<file path="src/rtl/sfr_bank_intr.sv">
`default_nettype none
// ============================================================================
// Module   : sfr_bank_intr
// Brief    : SFR bank with CTRL, W1C interrupt status, mask, masked status and
//            version registers. Byte-strobed writes, hardware event capture,
//            error responses for illegal accesses, and a registered irq line.
// Revision : 1.0 - initial release
// ============================================================================
module sfr_bank_intr #(
  parameter int                 DATA_W   = 32,
  parameter int                 ADDR_W   = 32,
  parameter int                 NUM_CH   = 8,
  parameter int                 EDGE_DET = 1,
  parameter logic [DATA_W-1:0]  CTRL_RST = 'h5,
  parameter logic [NUM_CH-1:0]  MSK_RST  = 'h1,
  parameter logic [DATA_W-1:0]  VERSION  = 'h0002_0000
) (
  input  logic                  clk,
  input  logic                  reset,
  input  logic                  i_wr_en,
  input  logic                  i_rd_en,
  input  logic [ADDR_W-1:0]     i_waddr,
  input  logic [ADDR_W-1:0]     i_raddr,
  input  logic [DATA_W-1:0]     i_wdata,
  input  logic [DATA_W/8-1:0]   i_wstrobe,
  input  logic [NUM_CH-1:0]     i_intr_evt,
  output logic [DATA_W-1:0]     o_rdata,
  output logic                  o_wready,
  output logic                  o_rvalid,
  output logic                  o_err,
  output logic                  o_irq
);

  localparam int NUM_LANES = DATA_W / 8;

  localparam logic [ADDR_W-1:0] A_CTRL   = ADDR_W'('h00);
  localparam logic [ADDR_W-1:0] A_STS    = ADDR_W'('h04);
  localparam logic [ADDR_W-1:0] A_MSK    = ADDR_W'('h08);
  localparam logic [ADDR_W-1:0] A_MASKED = ADDR_W'('h0C);
  localparam logic [ADDR_W-1:0] A_VER    = ADDR_W'('h10);

  // Architectural state
  logic [DATA_W-1:0] ctrl;
  logic [NUM_CH-1:0] sts;
  logic [NUM_CH-1:0] msk;
  logic [NUM_CH-1:0] evt_q;

  // Registered response state
  logic              wready_q;
  logic              rvalid_q;
  logic              err_q;
  logic              irq_q;
  logic [DATA_W-1:0] rdata_q;

  // Next-state and decode
  logic [DATA_W-1:0] wmask;
  logic              wr_ctrl, wr_sts, wr_msk, wr_err;
  logic [DATA_W-1:0] ctrl_nx;
  logic [NUM_CH-1:0] msk_nx, sts_clr, sts_set, sts_nx;
  logic [DATA_W-1:0] sts_ext, masked_ext, rd_val;
  logic              rd_err;

  // Expand byte strobes into a bit mask
  generate
    for (genvar k = 0; k < NUM_LANES; k++) begin : g_lane
      assign wmask[8*k +: 8] = {8{i_wstrobe[k]}};
    end
  endgenerate

  // Write decode: only CTRL, STS and MSK accept writes; all else errors
  always_comb begin
    wr_ctrl = i_wr_en && (i_waddr == A_CTRL);
    wr_sts  = i_wr_en && (i_waddr == A_STS);
    wr_msk  = i_wr_en && (i_waddr == A_MSK);
    wr_err  = i_wr_en && !(wr_ctrl || wr_sts || wr_msk);
  end

  // Register next-state: byte-lane merge, W1C clear, event set (set wins)
  always_comb begin
    ctrl_nx = wr_ctrl ? ((ctrl & ~wmask) | (i_wdata & wmask)) : ctrl;
    msk_nx  = msk;
    sts_clr = '0;
    for (int i = 0; i < NUM_CH; i++) begin
      if (wr_msk && wmask[i]) msk_nx[i] = i_wdata[i];
      sts_clr[i] = wr_sts && wmask[i] && i_wdata[i];
    end
    sts_set = (EDGE_DET != 0) ? (i_intr_evt & ~evt_q) : i_intr_evt;
    sts_nx  = (sts & ~sts_clr) | sts_set;
  end

  // Read mux with zero-extended narrow registers; unmapped addresses error
  always_comb begin
    sts_ext                  = '0;
    sts_ext[NUM_CH-1:0]      = sts;
    masked_ext               = '0;
    masked_ext[NUM_CH-1:0]   = sts & msk;
    rd_val                   = '0;
    rd_err                   = 1'b0;
    case (i_raddr)
      A_CTRL:   rd_val = ctrl;
      A_STS:    rd_val = sts_ext;
      A_MSK:    rd_val = {{(DATA_W-NUM_CH){1'b0}}, msk} | '0;
      A_MASKED: rd_val = masked_ext;
      A_VER:    rd_val = VERSION;
      default:  rd_err = 1'b1;
    endcase
  end

  // State and response registers; reads see pre-write register values
  always_ff @(posedge clk) begin
    if (reset) begin
      ctrl     <= CTRL_RST;
      sts      <= '0;
      msk      <= MSK_RST;
      evt_q    <= '0;
      wready_q <= 1'b0;
      rvalid_q <= 1'b0;
      err_q    <= 1'b0;
      irq_q    <= 1'b0;
      rdata_q  <= '0;
    end else begin
      ctrl     <= ctrl_nx;
      sts      <= sts_nx;
      msk      <= msk_nx;
      evt_q    <= i_intr_evt;
      wready_q <= i_wr_en;
      rvalid_q <= i_rd_en;
      err_q    <= wr_err || (i_rd_en && rd_err);
      irq_q    <= ctrl[0] & (|(sts & msk));
      if (i_rd_en) rdata_q <= rd_err ? '0 : rd_val;
    end
  end

  // Reset masks any response already registered for the following cycle
  assign o_wready = wready_q & ~reset;
  assign o_rvalid = rvalid_q & ~reset;
  assign o_err    = err_q & ~reset;
  assign o_irq    = irq_q & ~reset;
  assign o_rdata  = reset ? '0 : rdata_q;

endmodule
`default_nettype wire

</file>
<file path="config.mk">
export PLATFORM = sky130hd
export DESIGN_NAME = sfr_bank_intr
export DESIGN_NICKNAME = d
export VERILOG_FILES = /design/src/rtl/sfr_bank_intr.sv
export SDC_FILE = /design/constraint.sdc
export NUM_CORES = 1
export LEC_CHECK = 0
export ABC_AREA = 1
export CAP_MARGIN = 10
export CORE_MARGIN = 3
export CORE_UTILIZATION = 46
export CTS_CLUSTER_DIAMETER = 150
export DETAILED_ROUTE_END_ITERATION = 8
export HOLD_SLACK_MARGIN = 0.03
export PLACE_DENSITY = 0.9
export SLEW_MARGIN = 20
export SYNTH_ARGS = -nofsm -noshare
export SYNTH_HDL_FRONTEND = slang
export SYNTH_SLANG_ARGS = --single-unit
</file>
<file path="constraint.sdc">
create_clock -name clk -period 1.8 [get_ports clk]
set_input_delay 0.18 -clock clk [delete_from_list [all_inputs] [get_ports clk]]
set_output_delay 0.18 -clock clk [all_outputs]
set_load 0.02 [all_outputs]
</file>
# Word level (Yosys, flattened, before mapping)
# Cells that the tools add are included.
# word_totals
inputBits,112
ff_bits,92
# op_classes
mux,4
eq_ne,6
bitwise,16
n_reduce_logical,23
# ops
operator,count
case mux 32 bit (5 select lines),1
"== test 32 x 4 -> 1 bit, second input constant",3
bitwise AND 32 bit,2
"== test 32 x 3 -> 1 bit, second input constant",2
logical NOT 32 bit,2
two-way mux 32 bit,2
"== test 32 x 5 -> 1 bit, second input constant",1
NOT 32 bit,1
bitwise OR 32 bit,1
bitwise AND 8 bit,3
NOT 8 bit,2
logical AND 1 bit,15
bitwise OR 8 bit,1
OR reduction 8 bit,1
bitwise AND 1 bit,5
OR reduction 5 bit,1
logical OR 1 bit,3
logical NOT 1 bit,1
two-way mux 1 bit,1
NOT 1 bit,1

# Depth between registers and ports, before layout
# logic_depth
ltp_word,7
depth_mapped,11

# Worst setup path before layout
# Ideal clock, no wire load.
# synth_timing
kind,in2reg
start,input port i_waddr[1]
end,register sts[0]
slack_ps,463
stages,8
required_time_ps,1686
setup_ps,114
arrival_time_ps,1224
cell_sequence,or2_1 -> nor2_2 -> nand3_2 -> nor2_8 -> buf_2 -> nand4_1 -> nand3_1 -> nand2_1
# synth_via
elab_chain_cells,7
# synth_lines
element,line_no,text
start: declaration,22,"input logic [ADDR_W-1:0] i_waddr,"
== test 32 x 3 -> 1 bit,73,wr_sts = i_wr_en && (i_waddr == A_STS);
logical AND 1 bit,73,
logical AND 1 bit (2 in a row),85,sts_clr[i] = wr_sts && wmask[i] && i_wdata[i];
NOT 8 bit,88,sts_nx = (sts & ~sts_clr) | sts_set;
bitwise AND 8 bit,88,
bitwise OR 8 bit,88,
end signal: assignment,123,sts <= sts_nx;
end: declaration,44,logic [NUM_CH-1:0] sts;
# No other way between the ends.
# A chain may end at the register's enable or synchronous reset.

# Worst setup path in the final report
# layout_timing
start,register rdata_q[29]
end,output port o_rdata[29]
# layout_via
elab_chain_cells,1
# layout_lines
element,line_no,text
start: declaration,53,logic [DATA_W-1:0] rdata_q;
start signal: assignment,130,if (i_rd_en) rdata_q <= rd_err ? '0 : rd_val;
two-way mux 32 bit,139,assign o_rdata = reset ? '0 : rdata_q;
end: declaration,27,"output logic [DATA_W-1:0] o_rdata,"
# No other way between the ends.

==> impl_results.md <==
* Area delta synth->final at 39.27%
* Congestion Overflow GR at 0
* Syn Std Cell Area at 4563 um^2
* Fin crit share at around 95%
* Least-Margin Pin Slew at between 0.5 and 0.6 ns
* Endpoint of the worst register-to-register path: irq_q
* PwrDens at roughly 610 nW/um^2
* Crit. End Element: output port
* Die Height at around 110 um
* Largest net degree at the start of global routing at between 40 and 50
* Number of flops mapped to enable cells by yosys at 0
* Resized cells post-CTS at 0
* WHS at a little under 0.3 ns
* Starting Density at 48.24%
* Status: completed
* Post-synth top area share at roughly two fifths
* DR vias at between 4k and 5k
* Wire length per cell at between 10 and 15 um
* Synthesized netlist cell count at 700
* Vias in the first global route at between 4k and 5k
* Hold Startpoint: reset
* DRT Pass-1 Iters at 4
* Worst r2r path cells at 4
* CTS clk-pin slew, worst paths at around 0.09 ns
* Die footprint at 11150 um^2
* Rows at 35
* RSZ-0062 raised after global routing: false
* Startpoint Class: flop
* Syn Nets at 812
* DIE WIDTH at roughly 110 um
* Reg2reg setup slack at ~0.84 ns
* WL final at ~11000 um
* Setup Viol. Count Final at 0
* Top-level I/O count at 148
* Synthesized flop and latch total at 92
* Top area cells in the synthesized netlist: dfxtp_1 (40%), nand2_1 (16%), nor2_1 (13%)
* Iter 0 DRT Violations at approximately 320
* Post-synth top area cell: dfxtp_1
* Relative slew slack at 61.76%
* # clock sinks at 92
* Post-synth top cells: nand2_1 (195), nor2_1 (161), inv_1 (114), dfxtp_1 (92), nand3_1 (39)
* Fin nets at between 900 and 1k
* Leakage power total at about 2.9 nW
* WS Path Type: reg2out
* Required time of the worst setup path at approximately 1.6 ns
* Port-buffer cells at between 100 and 150
* R2R Path Start: sts[3]
* Final count of hold timing violations at 0
* Peak supply drop at between 0.3 and 0.4 mV
* CORE AREA at 9459 um^2
* Count of pins over their slew limit at 0
* Hold Crit Endpoint: evt_q[3]
* Max Cap Viol at 0
* Total track usage at ~20%
* Hold crit path type: in2reg
* Warnings from Yosys at 0
* Global-route wire length before repair at around 19000 um
* Seq/Total Area, Yosys at between 40% and 50%
* DRC viols at 0
* Ant diodes at 0
* Vias/cell at around 4.6
* Final Critical Period at roughly 1.7 ns
* Max Clock Freq at 585.7 MHz
* Ys async rst share at 0%
* Post-synth top flop: dfxtp_1
* Routed Antenna Nets at 0
* Htree depth at 3
* Syn Area/Cell at approximately 6.5 um^2
* Hold path cells at 3
* Power Total at roughly 3.9 mW
* CTS tree: built
* Synth unique cells at 29
* CTS buffer count at 9
* Most common cell in the netlist: nand2_1
* Post-CTS setup buffers at 0
* Final core occ at between 60% and 70%
* Max Buffers Root-to-Sink at 2
* DP Wirelength at roughly 8500 um
* Worst Path Arrival at ~1.5 ns
* GPL Wtd Cong at between 0.8 and 0.9
* Root Buffer: clkbuf_8
* # hold bufs at CTS at 0
* Crit Path Max Fanout at 2
* Initial antenna violation count at 0
* Layout cell share with drive strength beyond 1 at roughly 7%
* Max Clock Skew at 0.01242 ns
* Clock latency on the worst-skew pair at approximately 0.36 ns
layout by cell type, fill, tap and decap left out, types with 11 or more instances in the layout:
cell type	instances
buf_4	13
clkdlybuf4s50_1	146
dfxtp_1	92
inv_1	114
nand2_1	195
nand3_1	39
nand4_1	19
nor2_1	161
o31ai_1	11
o31ai_2	12
through the flow:
step | cell area, um^2 | setup TNS, ns | instances | setup slack, ns
floorplan | 4563 | 0 | 700 | 0.4626
global placement | 6160 | -0.4800 | 964 | -0.05627
detailed placement | 6160 | -3.018 | 964 | -0.1120
CTS | 6355 | 0 | 980 | 0.06236
global route | 6355 | 0 | 980 | 0.02077
finish | 6355 | 0 | 980 | 0.09274
layout make-up:
class	count	area, um^2
Sequential cell	92	1842
Clock inverter	6	57.56
Multi-Input combinational cell	465	2133
Clock buffer	10	137.6
Fill cell	824	3104
Tap cell	129	161.4
Timing Repair Buffer	161	1584
Inverter	117	439.2
cell families after synthesis:
logic type / after synthesis / synth area share [%]
simple gates: 437 / 41.05
buf+inv: 143 / 12.89
flops: 92 / 40.36
compound gates: 28 / 5.703
metal layers:
layer / global-route usage, % / routed length [um]
met1: 25.85 / 4873
met2: 35.38 / 5499
met3: 4.899 / 711
met4: 5.365 / 125
met5: 0 / 0
report_power, final:
part / leakage, nW / internal, mW / switching (mW)
logic: 2.01 / 0.265 / 0.178
clock network: 0.0975 / 0.566 / 0.766
registers: 0.747 / 2.07 / 0.0213
total: 2.86 / 2.90 / 0.965
critical path, stage by stage (launching register included):
cell and delay [ns]:
dfxtp_1 0.33, inv_1 0.05, nor2_1 0.16, clkdlybuf4s50_1 0.64
worst max path at each step:
stage | from | end | slack (ns) | cells after the start
after CTS | rdata_q[29] | o_rdata[29] | 0.06 | 3
after detailed placement | i_waddr[15] | flop | -0.11 | 9
after floorplan | i_waddr[1] | sts[0] | 0.46 | 8
after global routing | rdata_q[31] | o_rdata[31] | 0.02 | 3
after global placement | i_waddr[27] | flop | -0.06 | 9
final | rdata_q[29] | o_rdata[29] | 0.09 | 3
Power figures use the tool's default switching activity.
